==> src/rtl/rainbow_stream_gen.sv <==
// Rainbow test-pattern stream generator.
// Pulls X/Y from the pixel counter and emits animated hue RGB over valid/ready.
module rainbow_stream_gen #(
    parameter int H_ACTIVE   = 1024,
    parameter int V_ACTIVE   = 768,
    parameter int PHASE_STEP = 8
) (
    input  logic        clk,
    input  logic        rst_n,
    input  logic        run,
    input  logic [9:0]  pix_x,
    input  logic [9:0]  pix_y,
    output logic        pix_en,
    output logic        out_valid,
    input  logic        out_ready,
    output logic [23:0] out_rgb,
    output logic        out_sof,
    output logic        out_eol,
    output logic [10:0] phase
);

    localparam logic [11:0] HUE_MOD = 12'd1536;
    localparam logic [9:0]  X_LAST  = 10'(H_ACTIVE - 1);
    localparam logic [9:0]  Y_LAST  = 10'(V_ACTIVE - 1);
    localparam logic [11:0] STEP    = 12'(PHASE_STEP);

    logic        adv;
    logic [11:0] sum0, sum1, sum2;
    logic [11:0] ph_sum0, ph_sum1;
    logic        cur_sof, cur_eol, frame_end;
    logic [2:0]  seg;
    logic [7:0]  f, nf;
    logic [23:0] rgb;

    logic        s1_valid_q, s1_valid_d;
    logic [10:0] s1_hue_q, s1_hue_d;
    logic        s1_sof_q, s1_sof_d;
    logic        s1_eol_q, s1_eol_d;
    logic        out_valid_q, out_valid_d;
    logic [23:0] out_rgb_q, out_rgb_d;
    logic        out_sof_q, out_sof_d;
    logic        out_eol_q, out_eol_d;
    logic [10:0] phase_q, phase_d;

    // Handshake: the whole pipe advances whenever the output slot frees up.
    always_comb begin
        adv    = !out_valid_q || out_ready;
        pix_en = run && rst_n && adv;
    end

    // S1 arithmetic: hue of the incoming coordinate, flags and phase update.
    always_comb begin
        sum0 = {2'b00, pix_x} + {2'b00, pix_y} + {1'b0, phase_q};
        sum1 = (sum0 >= HUE_MOD) ? sum0 - HUE_MOD : sum0;
        sum2 = (sum1 >= HUE_MOD) ? sum1 - HUE_MOD : sum1;
        cur_sof   = (pix_x == 10'd0) && (pix_y == 10'd0);
        cur_eol   = (pix_x == X_LAST);
        frame_end = cur_eol && (pix_y == Y_LAST);
        ph_sum0 = {1'b0, phase_q} + STEP;
        ph_sum1 = (ph_sum0 >= HUE_MOD) ? ph_sum0 - HUE_MOD : ph_sum0;
    end

    // S2 arithmetic: map the registered hue onto the six colour ramps.
    always_comb begin
        seg = s1_hue_q[10:8];
        f   = s1_hue_q[7:0];
        nf  = 8'hFF - f;
        case (seg)
            3'd0:    rgb = {8'hFF, f, 8'h00};
            3'd1:    rgb = {nf, 8'hFF, 8'h00};
            3'd2:    rgb = {8'h00, 8'hFF, f};
            3'd3:    rgb = {8'h00, nf, 8'hFF};
            3'd4:    rgb = {f, 8'h00, 8'hFF};
            3'd5:    rgb = {8'hFF, 8'h00, nf};
            default: rgb = 24'h000000;
        endcase
    end

    // Next-state: both stages shift together on adv, otherwise hold.
    always_comb begin
        s1_valid_d  = s1_valid_q;
        s1_hue_d    = s1_hue_q;
        s1_sof_d    = s1_sof_q;
        s1_eol_d    = s1_eol_q;
        out_valid_d = out_valid_q;
        out_rgb_d   = out_rgb_q;
        out_sof_d   = out_sof_q;
        out_eol_d   = out_eol_q;
        phase_d     = phase_q;
        if (adv) begin
            out_valid_d = s1_valid_q;
            out_rgb_d   = rgb;
            out_sof_d   = s1_sof_q;
            out_eol_d   = s1_eol_q;
            s1_valid_d  = pix_en;
            s1_hue_d    = sum2[10:0];
            s1_sof_d    = cur_sof;
            s1_eol_d    = cur_eol;
        end
        if (pix_en && frame_end) begin
            phase_d = ph_sum1[10:0];
        end
    end

    // State registers; reset discards anything in flight.
    always_ff @(posedge clk or negedge rst_n) begin
        if (!rst_n) begin
            s1_valid_q  <= 1'b0;
            s1_hue_q    <= '0;
            s1_sof_q    <= 1'b0;
            s1_eol_q    <= 1'b0;
            out_valid_q <= 1'b0;
            out_rgb_q   <= '0;
            out_sof_q   <= 1'b0;
            out_eol_q   <= 1'b0;
            phase_q     <= '0;
        end else begin
            s1_valid_q  <= s1_valid_d;
            s1_hue_q    <= s1_hue_d;
            s1_sof_q    <= s1_sof_d;
            s1_eol_q    <= s1_eol_d;
            out_valid_q <= out_valid_d;
            out_rgb_q   <= out_rgb_d;
            out_sof_q   <= out_sof_d;
            out_eol_q   <= out_eol_d;
            phase_q     <= phase_d;
        end
    end

    assign out_valid = out_valid_q;
    assign out_rgb   = out_rgb_q;
    assign out_sof   = out_sof_q;
    assign out_eol   = out_eol_q;
    assign phase     = phase_q;

endmodule

==> config.mk <==
export PLATFORM = sky130hd
export DESIGN_NAME = rainbow_stream_gen
export DESIGN_NICKNAME = d
export VERILOG_FILES = /design/src/rtl/rainbow_stream_gen.sv
export SDC_FILE = /design/constraint.sdc
export NUM_CORES = 1
export LEC_CHECK = 0
export BUFFER_PORTS_ARGS = -buffer_cell sky130_fd_sc_hd__buf_2
export CORE_MARGIN = 2
export CORE_UTILIZATION = 38
export DETAILED_ROUTE_END_ITERATION = 10
export PLACE_DENSITY = 0.66
export SYNTH_ARGS = -nofsm -noshare
export SYNTH_HDL_FRONTEND = slang
export SYNTH_SLANG_ARGS = --single-unit
export TNS_END_PERCENT = 30
==> constraint.sdc <==
create_clock -name clk -period 8.5 [get_ports clk]
set_clock_uncertainty 0.05 [all_clocks]
set_input_delay 0.85 -clock clk [delete_from_list [all_inputs] [get_ports clk]]
set_output_delay 0.85 -clock clk [all_outputs]
set_load 0.05 [all_outputs]
# Word level (Yosys, flattened, before mapping)
# Cells that the tools add are included.
totals:
  output_inout_bits: 39
  elab_cells: 40
  in_bits: 24
  reg_bits: 52
op_classes:
  n_mux: 4
  n_eq_ne: 7
  n_reduce_logical: 10
  n_addsub: 7
  order_cmp: 3
op_table:
  columns: ["op", "count"]
  rows:
  - ["$pmux 24 s6", 1]
  - ["$ge 12x11->1 const B", 3]
  - ["$mux 11", 2]
  - ["$sub 11x11->11 const B", 2]
  - ["$eq 10x10->1 const B", 2]
  - ["$logic_not 10->1", 2]
  - ["$add 11x11->12", 1]
  - ["$add 11x4->12 const B", 1]
  - ["$mux 12", 1]
  - ["$sub 12x11->12 const B", 1]
  - ["$add 10x10->11", 1]
  - ["$sub 8x8->8 const A", 1]
  - ["$eq 3x2->1 const B", 2]
  - ["$eq 3x3->1 const B", 2]
  - ["$logic_and 1x1->1", 5]
  - ["$eq 3x1->1 const B", 1]
  - ["$logic_not 3->1", 1]
  - ["$logic_not 1->1", 1]
  - ["$logic_or 1x1->1", 1]

# Depth between registers and ports, before layout
# Gate-level depths: netlist of the first run.
logic_depth:
  ltp_word: 6
  ltp_mapped: 16
  ltp_nobuf: 16

# Least setup slack after synthesis of the first run
# No wires, ideal clock.
synth_timing:
  path_kind: "input-to-reg"
  start: "input port pix_x[7]"
  end: "register s1_hue_q[9]"
  required_ns: 8.384
  stages: 15
  arrival_time_ns: 3.943
  setup_ns: 0.066
  path_buffers: 1
  setup_slack_ns: 4.441
  cell_sequence: "fa_1 ha_1 buf_6 a2111oi_4 o21ai_2 a221oi_2 xnor2_1 ha_1 nor4b_1 nand2_1 a21oi_1 nand4b_1 or3_1 nor3_1 o32a_1"
synth_via:
  elab_chain_len: 6
  word_cells_on_any_way: 8
  cone_classes: "add/sub (4); order compare (2); mux (2)"
synth_lines:
  columns: ["element", "line", "text"]
  rows:
  - ["start: declaration", "11", "input logic [9:0] pix_x,"]
  - ["$add 10x10->11 (*)", "53", "sum0 = {2'b00, pix_x} + {2'b00, pix_y} + {1'b0, phase_q};"]
  - ["$add 11x11->12 (*)", "53", null]
  - ["$sub 12x11->12 or $ge 12x11->1 (tied branches)", "54", "sum1 = (sum0 >= HUE_MOD) ? sum0 - HUE_MOD : sum0;"]
  - ["$mux 12 (*)", "54", null]
  - ["$sub 11x11->11 or $ge 12x11->1 (tied branches)", "55", "sum2 = (sum1 >= HUE_MOD) ? sum1 - HUE_MOD : sum1;"]
  - ["$mux 11 (*)", "55", null]
  - ["end signal: assignment", "119", "s1_hue_q <= s1_hue_d;"]
  - ["end: declaration", "36", "logic [10:0] s1_hue_q, s1_hue_d;"]
# Mark *: on every way between the ends. The rest lies on a longest branch, timed or not.
# A chain may end at the register's enable or synchronous reset.

# Worst setup path after layout of the first run
layout_timing:
  start: "input port pix_x[1]"
  end: "register s1_hue_q[9]"
# The elaborated chain is that of the path after synthesis.

==> metrics.md, run 1 <==
| Metric | Value |
|---|---|
| Hold_sp | s1_valid_q |
| Reg-to-reg startpoint | phase[7] |
| Clock latency at the later pin of the worst-skew pair | 0.30 ns |
| Clk sink count | 49 |
| Leakage | between 1.5 and 2 nW |
| Period minus WS final | 4.245 ns |
| Commonest non-fill, non-tap cells in the layout | 73 x nand2_1, 59 x buf_2, 49 x dfrtp_1, 34 x nor2_1, 32 x o21ai_0 |
| Cell mode on critical path | ha_1 |
| Worst Path Arrival | 4.39 ns |
| Leading cell type in the layout, fill and taps excluded | nand2_1 |
| Largest family of logic cells by synthesized area | simple AND/OR/NAND/NOR gates |
| Crit. End Element | flip-flop |
| Rel. slew slack | 0.3129 |
| Area delta synth->final | 13.83% |
| P_int | around 0.51 mW |
| Slowest cell on the critical path | fa_1 |
| Synthesized area | 3247 um^2 |
| Total number of vias | ~2.8k |
| Drt pass-1 iters | 4 |
| Post-synthesis sequential area ratio | 0.3776 |
| Setup violators final | 0 |
| Total gr overflow | 0 |
| # rows | 33 |
| Simple-gate portion of the synthesized area | 0.2089 |
| Combinational cell fraction of total power | 0.500 |
| Final #Nets | 468 |
| Root Driver | clkbuf_8 |
| Syn avg cell area | 8.847 um^2 |
| CTS HTree Levels | 2 |
| Status | finished, final reports clean |
| Synthesized instance count | 367 |
| Pin count of the biggest net entering global routing | 51 |
| Die ar. | 9300 um^2 |
| DR vias/cell | 5.261 |
| Total wire length | 7419 um |
| Post-synthesis compound-gate area fraction | 0.2035 |
| PortBufs | approximately 60 |
| Vias in the first global route | 2636 |
| Clock Pin Slew Worst Setup and Hold Paths | around 0.1 ns |
| Initial Util | 0.3932 |
| Finished Layout Cells | 525 |
| Initial antenna violation count | 0 |
| VDD IR-drop max | 0.00008961 V |
| Post-synth EDFFs | 0 |
| CP required | 8.64 ns |
| Io pins | 63 |
| Post-synth top flop | dfrtp_1 |
| Worst path cell trace | buf_2 > ha_1 > ha_1 > fa_1 > a21oi_1 > o211ai_2 > a31oi_1 > xnor2_2 > ha_1 > nor4b_1 > nand2_1 > a21oi_1 > nand4b_1 > o21bai_1 > a31oi_1 > o32a_1 |
| Initial DRC count | 146 |
| Inserted Clock Buffers | 5 |
| CTS tree | built |
| Post-CTS Setup Repair Bufs | 0 |
| RSZ-0062 raised after global routing | no |
| Drt drc | 0 |
| Hold Buf Count CTS | 0 |
| Sw Share | 0.4951 |
| Core ar. | 8258 um^2 |
| Share of cells above drive strength 1 | 0.1952 |
| Psw | roughly 0.5 mW |
| Asr flop ratio synth | 1.000 |
| Max Cap Viol | 0 |
| Post-CTS resize count | 0 |
| Chip height | 96.44 um |
| First-pass GRT wire length | 12450 um |
| Startpoint types | input port |
| Drt wl/cell | 14.13 um |
| Final ANT Viol Nets | 0 |
| Count of final max-slew check failures | 0 |
| Post-synthesis mux area share | 0.01310 |
| Placed insts | 517 |
| PwrDens | 271.3 nW/um^2 |
| Leading area contributor after synthesis | dfrtp_1 |
| Synth top area share | 0.3776 |
| Area contributors post-synth | dfrtp_1 38%, nand2_1 8.4%, ha_1 6.6% |
| Clk pwr share | 0.137 |
| CP Launch Point | pix_x[1] |
| Final GP Congestion | 0.8696 |
| Setup TNS | 0 ns |
| Final Hold Viols | 0 |
| Clock tree buffer depth | 2 |
| XOR/XNOR Fraction of Synth Area | 0.04277 |
| Adder-cell share of the synthesized area | 0.1148 |
| # fillers | 831 |
| DPL Wire Length | 5660 um |
| Crit path largest cell delay | 0.42 ns |
| Slew @ Worst Pin | 1.029 ns |
| Die X | about 96 um |
| Cell variety after synth | 56 |
| HP Class | reg -> reg |
| Critical path class | in -> reg |
| Inserted Diodes | 0 |
| Register bit total from synthesis | 49 |
| Worst path buffer plus inverter count | 1 |
| Final worst path period share | 0.4995 |
| Tot GR Track Use | 0.1690 |
| Top delay family on crit path | compound AO/OA/AOI/OAI gates |
| CP Max Fanout | 7 |
| Ys Warns | 0 |
| Max Freq | 0.2356 GHz |
| Seq pwr share | 0.363 |
per-stage QoR:
stage / hold slack, ns / worst slack, ns / area (um^2) / util / power, mW
2_1_floorplan: 0.3854 / 4.441 / 3254 / - / 0.7514
3_3_place_gp: 0.3959 / 4.112 / 3610 / 0.4371 / 0.8631
3_5_place_dp: 0.3991 / 3.974 / 3610 / 0.4371 / 0.8749
4_1_cts: 0.4213 / 4.307 / 3696 / 0.4476 / 1.012
5_1_grt: 0.4363 / 3.926 / 3696 / 0.4476 / 1.079
6_report: 0.4176 / 4.255 / 3696 / 0.4476 / 1.003
power by group through the flow:
stage | registers [mW] | logic, mW | clock network (mW)
3_3_place_gp | 0.367 | 0.496 | 0
2_1_floorplan | 0.539 | 0.212 | 0
6_report | 0.364 | 0.501 | 0.138
3_5_place_dp | 0.371 | 0.504 | 0
5_1_grt | 0.377 | 0.549 | 0.154
4_1_cts | 0.366 | 0.505 | 0.141
path summary, 6_finish.rpt:
kind                               end  slack, ns  depth (start not counted)
max                        s1_hue_q[9]       4.25                         16
min                          out_valid       0.42                          1
max reg2reg                s1_hue_q[9]       4.45                         14
min reg2reg                  out_valid       0.42                          1
max in group asynchronous     phase[6]       7.39                          2
min in group asynchronous  out_rgb[15]       0.58                          2
logic make-up after synthesis:
family,Yosys count
fa+ha+maj,25
xor+xnor,15
mux,4
compound gates,95
flops,49
other cells,1
simple gates,151
buf+inv,27
flip-flops by register name, indices dropped and copies added (netlist names):
signal / flops
out_eol: 1
out_rgb: 24
out_sof: 1
out_valid: 1
phase: 8
s1_eol_q: 1
s1_hue_q: 11
s1_sof_q: 1
s1_valid_q: 1
metal layers:
metal | track usage | up-vias | share of wire | wire (um)
li1 | - | 1386 | - | -
met1 | 0.2332 | 1306 | 0.49 | 3604
met2 | 0.2870 | 63 | 0.47 | 3456
met3 | 0.02870 | 7 | 0.042 | 314
met4 | 0.02113 | 0 | 0.0058 | 43
met5 | 0 | - | 0 | 0
worst reg2reg max path: stages, from the launching register on:
cell and delay [ns]:
dfrtp_1 0.51, fa_1 0.48, ha_1 0.43, a2111oi_4 0.40, o21ai_2 0.10, a221oi_2 0.25, xnor2_1 0.20, ha_1 0.29
nor4b_1 0.26, nand2_1 0.09, a21oi_1 0.13, nand4b_1 0.16, o21bai_1 0.21, a31oi_1 0.11, o32a_1 0.29
area by class of cell:
type	instances	area (um^2)	area share
well taps	105	131.4	0.03555
clock buffers	6	72.57	0.01963
repair buffers	60	302.8	0.08192
flip-flops and latches	49	1226	0.3318
clock inverters	2	13.76	0.003724
inverters	10	37.54	0.01016
multi-input cells	293	1912	0.5173
Yosys cell counts (2+ instances only):
master	instances
and3_1	2
xor2_1	4
mux2i_1	2
o21a_1	2
inv_1	10
xnor2_1	10
nor3_1	3
mux2_2	2
a21oi_1	18
nand2_1	73
nand2b_1	5
o21ai_0	32
o21ai_2	2
nand3_1	8
a22o_1	16
clkbuf_1	9
nor4_1	5
or2_2	3
ha_1	17
or3_1	2
clkbuf_2	2
o31ai_1	2
nor2_1	34
nor2b_1	4
fa_1	8
o211ai_1	2
a31oi_1	5
buf_4	3
o211a_1	2
dfrtp_1	49
a21o_1	2
nor3b_1	2
nand4_1	4
(Power assumes the default switching activity.)
==> inputs of run 2 (changes only) <==
ABC_AREA = 1   (was not set)
clock period = 4.4 ns   (was 8.5 ns; I/O delays follow)
==> run 2 against run 1 <==
Effect of this change:
- routed wire length rose by 5.3%
- first-iteration DRC count fell by 26%
- critical endpoint is now s1_hue_q[10]
- sequential cell count did not move
- sequential power rose by 85%
==> metrics.md, run 2 <==
| Metric | Value |
|---|---|
| Status | finished, final reports clean |
| Register bit total from synthesis | 49 (unchanged) |
| Period minus WS final | 3.508 ns |
| Synth top area share | 0.3636 (-0.01401) |
| CP Max Fanout | 6 (-1) |
| Cell mode on critical path | nand2_1 |
| Slowest cell on the critical path | dfrtp_1 |
| Rel. slew slack | 0.4317 (+0.1188) |
| Slew @ Worst Pin | 0.8459 ns (-0.1826 ns) |
| Final worst path period share | 0.7974 |
| Initial Util | 0.3886 (-0.004629) |
| Final core occ | 0.4462 (-0.001353) |
| Drt wl/cell | 12.58 um (-11%) |
| Critical path class | reg -> reg |
| Startpoint types | flip-flop |
| Fin area | 3872 um^2 (+4.8%) |
| PwrDens | 521.6 nW/um^2 (+92%) |
| Ys Warns | 0 (unchanged) |
| Post-synthesis sequential area ratio | 0.3636 (-0.01401) |
| Clock latency at the later pin of the worst-skew pair | 0.31 ns (about the same) |
| Share of cells above drive strength 1 | 0.1774 (-0.01785) |
| Final GP Congestion | 0.8652 (-0.51%) |
| Inserted Diodes | 0 (unchanged) |
| Clock tree buffer depth | 2 (unchanged) |
| Asr flop ratio synth | 1.000 (unchanged) |
| Commonest cells post-synth | 134 x nand2_1, 58 x inv_1, 49 x dfrtp_1 |
| DR vias/cell | 4.976 (-5.4%) |
| Hold Buf Count CTS | 0 (unchanged) |
| CP required | 4.53 ns (-4.11 ns) |
| Core ar. | 8678 um^2 (+5.1%) |
| Final #Nets | 561 (+20%) |
| Leading cell type in the layout, fill and taps excluded | nand2_1 |
| Post-synth top flop | dfrtp_1 |
| Worst Path Arrival | 3.64 ns (-0.75 ns) |
| Count of final max-slew check failures | 0 (unchanged) |
| Placed cell areas | 3779 um^2 (+4.7%) |
| Tot GR Track Use | 0.1702 (+0.001256) |
| Drt drc | 0 (unchanged) |
| Vias in the first global route | 2992 (+14%) |
| Inserted Clock Buffers | 5 (unchanged) |
| Final ANT Viol Nets | 0 (unchanged) |
| HP Class | in -> async |
| Max Cap Viol | 0 (unchanged) |
| Total gr overflow | 0 (unchanged) |
| CTS HTree Levels | 2 (unchanged) |
| Count leader, synth | nand2_1 |
| CP Launch Point | phase[3] |
| VDD IR-drop max | 0.0002289 V (+160%) |
| Die ar. | 9643 um^2 (+3.7%) |
| Commonest non-fill, non-tap cells in the layout | 134 x nand2_1, 59 x buf_2, 58 x inv_1, 49 x dfrtp_1, 33 x nor2_1 |
| Synthesized area | 3372 um^2 (+3.9%) |
| Reg-to-reg startpoint | phase[3] |
| Max Freq | approximately 0.29 GHz |
| Post-CTS resize count | 0 (unchanged) |
| Io pins | 63 (unchanged) |
| Area contributors post-synth | dfrtp_1 36%, nand2_1 15%, inv_1 6.5% |
| Leakage | 2.112 nW (+17%) |
| Die X | 98.20 um (+1.8%) |
| # rows | 34 (+3.0%) |
| Synthesized instance count | 452 (+23%) |
| Initial antenna violation count | 0 (unchanged) |
| Leading area contributor after synthesis | dfrtp_1 |
| Setup violators final | 0 (unchanged) |
| Chip height | 98.20 um (+1.8%) |
| Register-to-Register Path Depth | 27 (+13) |
| RSZ-0062 raised after global routing | no |
| Pin count of the biggest net entering global routing | 50 (-2.0%) |
| Final Hold Viols | 0 (unchanged) |
| Crit path largest cell delay | 0.48 ns (+0.06 ns) |
| Syn avg cell area | 7.460 um^2 (-16%) |
| Total wire length | 7813 um (+5.3%) |
| Area delta synth->final | 14.84% |
| Post-synth EDFFs | 0 (unchanged) |
| Cell variety after synth | 31 (-45%) |
| Clock Pin Slew Worst Setup and Hold Paths | 0.10 ns (about the same) |
| Drt pass-1 iters | 4 (unchanged) |
| PortBufs | 59 (unchanged) |
| Total number of vias | 3090 (+12%) |
| Initial DRC count | 108 (-26%) |
| Clk sink count | 49 (unchanged) |
| DPL Wire Length | 6157 um (+8.8%) |
| First-pass GRT wire length | 13560 um (+8.9%) |
| Root Driver | clkbuf_8 |
| Crit. End Element | flip-flop |
| Post-CTS Setup Repair Bufs | 0 (unchanged) |
| Setup TNS | 0 ns (unchanged) |
| Final hold slack | 0.2644 ns (-0.1532 ns) |
| CTS tree | built |
| Max reg flops | 24 (unchanged) |
[run 2: cell types whose count changed after synthesis, moves of 7 or more]
cell and delta:
nand2_1 +61, inv_1 +48, a22o_1 -16, nand3_1 +15
xnor2_1 -10, o21ai_1 +9, o21ai_0 -8, a21oi_1 +7
nand3_2 +7, o31ai_1 +7
[run 2: per-stage QoR]
stage / setup WS [ns] / std cells / total power [mW]
global placement: 0.9053 / 613 / 1.739
CTS: 0.8954 / 621 / 2.041
floorplan: 0.9106 / 454 / 1.490
detailed placement: 0.8103 / 613 / 1.753
global route: 0.4666 / 621 / 2.185
finish: 0.8916 / 621 / 2.020
[run 2: final timing paths]
check                                to  slack (ns)
min in group clk              out_valid        0.41
setup / recovery           s1_hue_q[10]        0.89
hold / removal               out_rgb[5]        0.26
max in group asynchronous  s1_hue_q[10]        3.60
hold reg to reg               out_valid        0.41
setup reg to reg           s1_hue_q[10]        0.89
[run 2: layout make-up]
class / instances / area [um^2]
Fill cell: 899 / 4806
Multi-Input combinational cell: 334 / 1878
Sequential cell: 49 / 1226
Timing Repair Buffer: 61 / 310.3
Inverter: 61 / 229.0
Tap cell: 108 / 135.1
Clock buffer: 5 / 68.82
Clock inverter: 3 / 25.02
[run 2: worst max-delay path: cells and delay by family, from the launching register on]
| family | cells | cell delay [ns] |
|---|---|---|
| simple gates | 19 | 1.52 |
| fa+ha+maj | 3 | 0.98 |
| flops | 1 | 0.48 |
| buf+inv | 4 | 0.27 |
| compound gates | 1 | 0.07 |
[run 2: cell families after synthesis]
group / Yosys count / share of synthesized area
AO/OA/AOI/OAI: 72 / 0.1169
XOR/XNOR: 8 / 0.02301
adder cells (fa/ha/maj): 25 / 0.1106
buffers and inverters: 71 / 0.08238
flip-flops: 49 / 0.3636
multiplexers: 1 / 0.003339
other: 1 / 0.001112
AND/OR/NAND/NOR: 225 / 0.2991
[run 2: per-layer routing]
layer  part of all wire  GRT usage  up-vias
li1                   -          -     1580
met1               0.47     0.2207     1431
met2               0.47     0.2882       70
met3              0.044    0.03078        9
met4              0.016    0.05690        0
met5                  0          0        -
[run 2: where the power goes]
| group | internal, mW | leakage [nW] | switching (mW) |
|---|---|---|---|
| clock | 0.115 | 0.0447 | 0.167 |
| combinational | 0.270 | 1.46 | 0.796 |
| sequential | 0.586 | 0.605 | 0.0860 |
| total | 0.971 | 2.11 | 1.05 |
==> inputs of run 3 (changes only) <==
clock period = 3.5 ns   (was 4.4 ns; I/O delays follow)
==> run 3 against run 2 <==
Effect of this change:
- worst hold slack lost 0.090 ns
- first-iteration DRC count increased by 1.9%
- sequential share of layout area fell by 1.0 points
- power increased by 30%
- cell count up 0.81%
- critical path depth shrank 3
- combinational power increased by 27%
- sequential power is 26% higher
- die area unchanged
- sequential cell count unchanged
- clock power grew 49%
- global-route usage is 0.23 points higher
- critical path type unchanged
- largest cell class unchanged
==> metrics.md, run 3 (synthesized netlist as in run 2, its figures left out) <==
| Metric | Value |
|---|---|
| Clock latency at the later pin of the worst-skew pair | 0.31 ns (about the same) |
| Top delay family on crit path | simple AND/OR/NAND/NOR gates |
| Total gr overflow | 0 (unchanged) |
| Max Cap Viol | 0 (unchanged) |
| Startpoint types | flip-flop |
| Die X | 98.20 um (unchanged) |
| Initial antenna violation count | 0 (unchanged) |
| Count of final max-slew check failures | 0 (unchanged) |
| Final GP Congestion | 0.8293 (-4.1%) |
| Final #Nets | 566 (+0.89%) |
| Final Hold Viols | 0 (unchanged) |
| Max reg flops | 24 (unchanged) |
| HP Class | in -> async |
| First-pass GRT wire length | 13830 um (+2.0%) |
| Pin count of the biggest net entering global routing | 50 (unchanged) |
| Setup violators final | 0 (unchanged) |
| Commonest non-fill, non-tap cells in the layout | 132 x nand2_1, 59 x buf_2, 58 x inv_1, 45 x dfrtp_1, 33 x nor2_1 |
| Clock tree buffer depth | 2 (unchanged) |
| Placed insts | 616 (+0.49%) |
| Die ar. | 9643 um^2 (unchanged) |
| Clk sink count | 49 (unchanged) |
| Drt wl/cell | 12.92 um (+2.7%) |
| DPL Wire Length | 6288 um (+2.1%) |
| Slew @ Worst Pin | 0.8536 ns (+0.007694 ns) |
| Worst Path Arrival | 3.39 ns (-0.25 ns) |
| Initial DRC count | 110 (+1.9%) |
| CP required | 3.64 ns (-0.89 ns) |
| Area delta synth->final | 19.07% |
| R2R Setup Slk | 0.25 ns (-0.64 ns) |
| Chip height | 98.20 um (unchanged) |
| Clock Pin Slew Worst Setup and Hold Paths | 0.10 ns (about the same) |
| Leakage | 2.146 nW (+1.6%) |
| Slowest cell on the critical path | fa_1 |
| Inserted Clock Buffers | 5 (unchanged) |
| Max Freq | 0.3079 GHz (+8.0%) |
| Tot GR Track Use | 0.1725 (+0.002308) |
| Leading cell type in the layout, fill and taps excluded | nand2_1 |
| PwrDens | 655.2 nW/um^2 (+26%) |
| Rel. slew slack | 0.4265 (-0.005169) |
| Final worst path period share | 0.9279 (+0.1305) |
| Io pins | 63 (unchanged) |
| Worst path buffer plus inverter count | 3 (-1) |
| Critical path class | reg -> reg |
| Total wire length | 8089 um (+3.5%) |
| Core ar. | 8678 um^2 (unchanged) |
| Hold Buf Count CTS | 0 (unchanged) |
| Period minus WS final | 3.248 ns (-0.2607 ns) |
| Share of cells above drive strength 1 | 0.2104 (+0.03304) |
| Initial Util | 0.3886 (unchanged) |
| CP Max Fanout | 6 (unchanged) |
| Crit path largest cell delay | 0.49 ns (about the same) |
| Vias in the first global route | 2973 (-0.64%) |
| Crit. End Element | flip-flop |
| Final ANT Viol Nets | 0 (unchanged) |
| Worst path cell trace | inv_1 > fa_1 > inv_1 > ha_2 > nand2_1 > nand2_2 > nand4_1 > nand2_1 > nand2_2 > nand2_4 > ha_1 > inv_1 > nor2_1 > nand2_1 > nor2_1 > nand3_1 > nor2_2 > nand3_2 > nand3_4 > nand2_1 > nand2_2 > nand2_1 > nand3_1 > o21ai_1 |
| PortBufs | 59 (unchanged) |
| CTS tree | built |
| Root Driver | clkbuf_8 |
| Inserted Diodes | 0 (unchanged) |
| Total number of vias | 3131 (+1.3%) |
| DR vias/cell | 5.002 (+0.52%) |
| Drt drc | 0 (unchanged) |
| CTS HTree Levels | 2 (unchanged) |
| # rows | 34 (unchanged) |
| Total Power | 2.631 mW (+30%) |
| VDD IR-drop max | 0.0002646 V (+16%) |
| Drt pass-1 iters | 5 (+1) |
| Cell mode on critical path | nand2_1 |
| Status | finished, final reports clean |
| Finished Layout Cells | 626 (+0.81%) |
-- run 3: cell types whose count changed in the layout (fill, tap and decap cells not counted), sizes merged --
cell / change
buf: +5
bufinv: +1
clkinvlp: -1
-- run 3: repair_timing --
action | CTS | global route
endpoints found under the setup margin | 0 | 2
gates resized for setup | 0 | 14
buffers inserted | 0 | 2
-- run 3: path summary, 6_finish.rpt --
check | depth (start not counted) | from | endpoint
worst max-delay path | 24 | phase[3] | s1_hue_q[10]
worst min-delay path | 2 | rst_n | out_rgb[12]
worst max register to register | 24 | phase[3] | s1_hue_q[10]
worst min register to register | 2 | s1_valid_q | out_valid
max in group asynchronous | 2 | rst_n | phase[7]
min in group clk | 3 | run | s1_valid_q
-- run 3: routing by layer --
layer,global-route usage,routed length [um],vias up
li1,-,-,1591
met1,0.2349,3715,1446
met2,0.2829,3855,84
met3,0.02505,374,10
met4,0.05901,144,0
met5,0,0,-
-- run 3: through the flow --
step | hold WS [ns] | util | TNS [ns] | instance area, um^2 | worst slack (ns)
final | 0.1748 | 0.4627 | 0 | 4015 | 0.2523
after global routing | 0.2488 | 0.4627 | -0.01215 | 4015 | -0.01215
after CTS | 0.2111 | 0.4510 | 0 | 3914 | 0.1083
after detailed placement | 0.3837 | 0.4380 | 0 | 3801 | 0.01585
after global placement | 0.3866 | 0.4380 | 0 | 3801 | 0.1190
after floorplan | 0.004409 | - | 0 | 3379 | 0.01058
-- run 3: area by class of cell --
type	count	area, um^2
fillers	905	4663
flip-flops and latches	49	1231
multi-input cells	334	1959
clock buffers	5	68.82
inverters	61	229.0
well taps	108	135.1
clock inverters	3	43.79
repair buffers	66	347.8
-- run 3: report_power, final --
| group | internal (mW) | total (mW) | switching (mW) |
|---|---|---|---|
| clock | 0.215 | 0.421 | 0.206 |
| sequential | 0.736 | 0.845 | 0.109 |
| combinational | 0.357 | 1.36 | 1.01 |
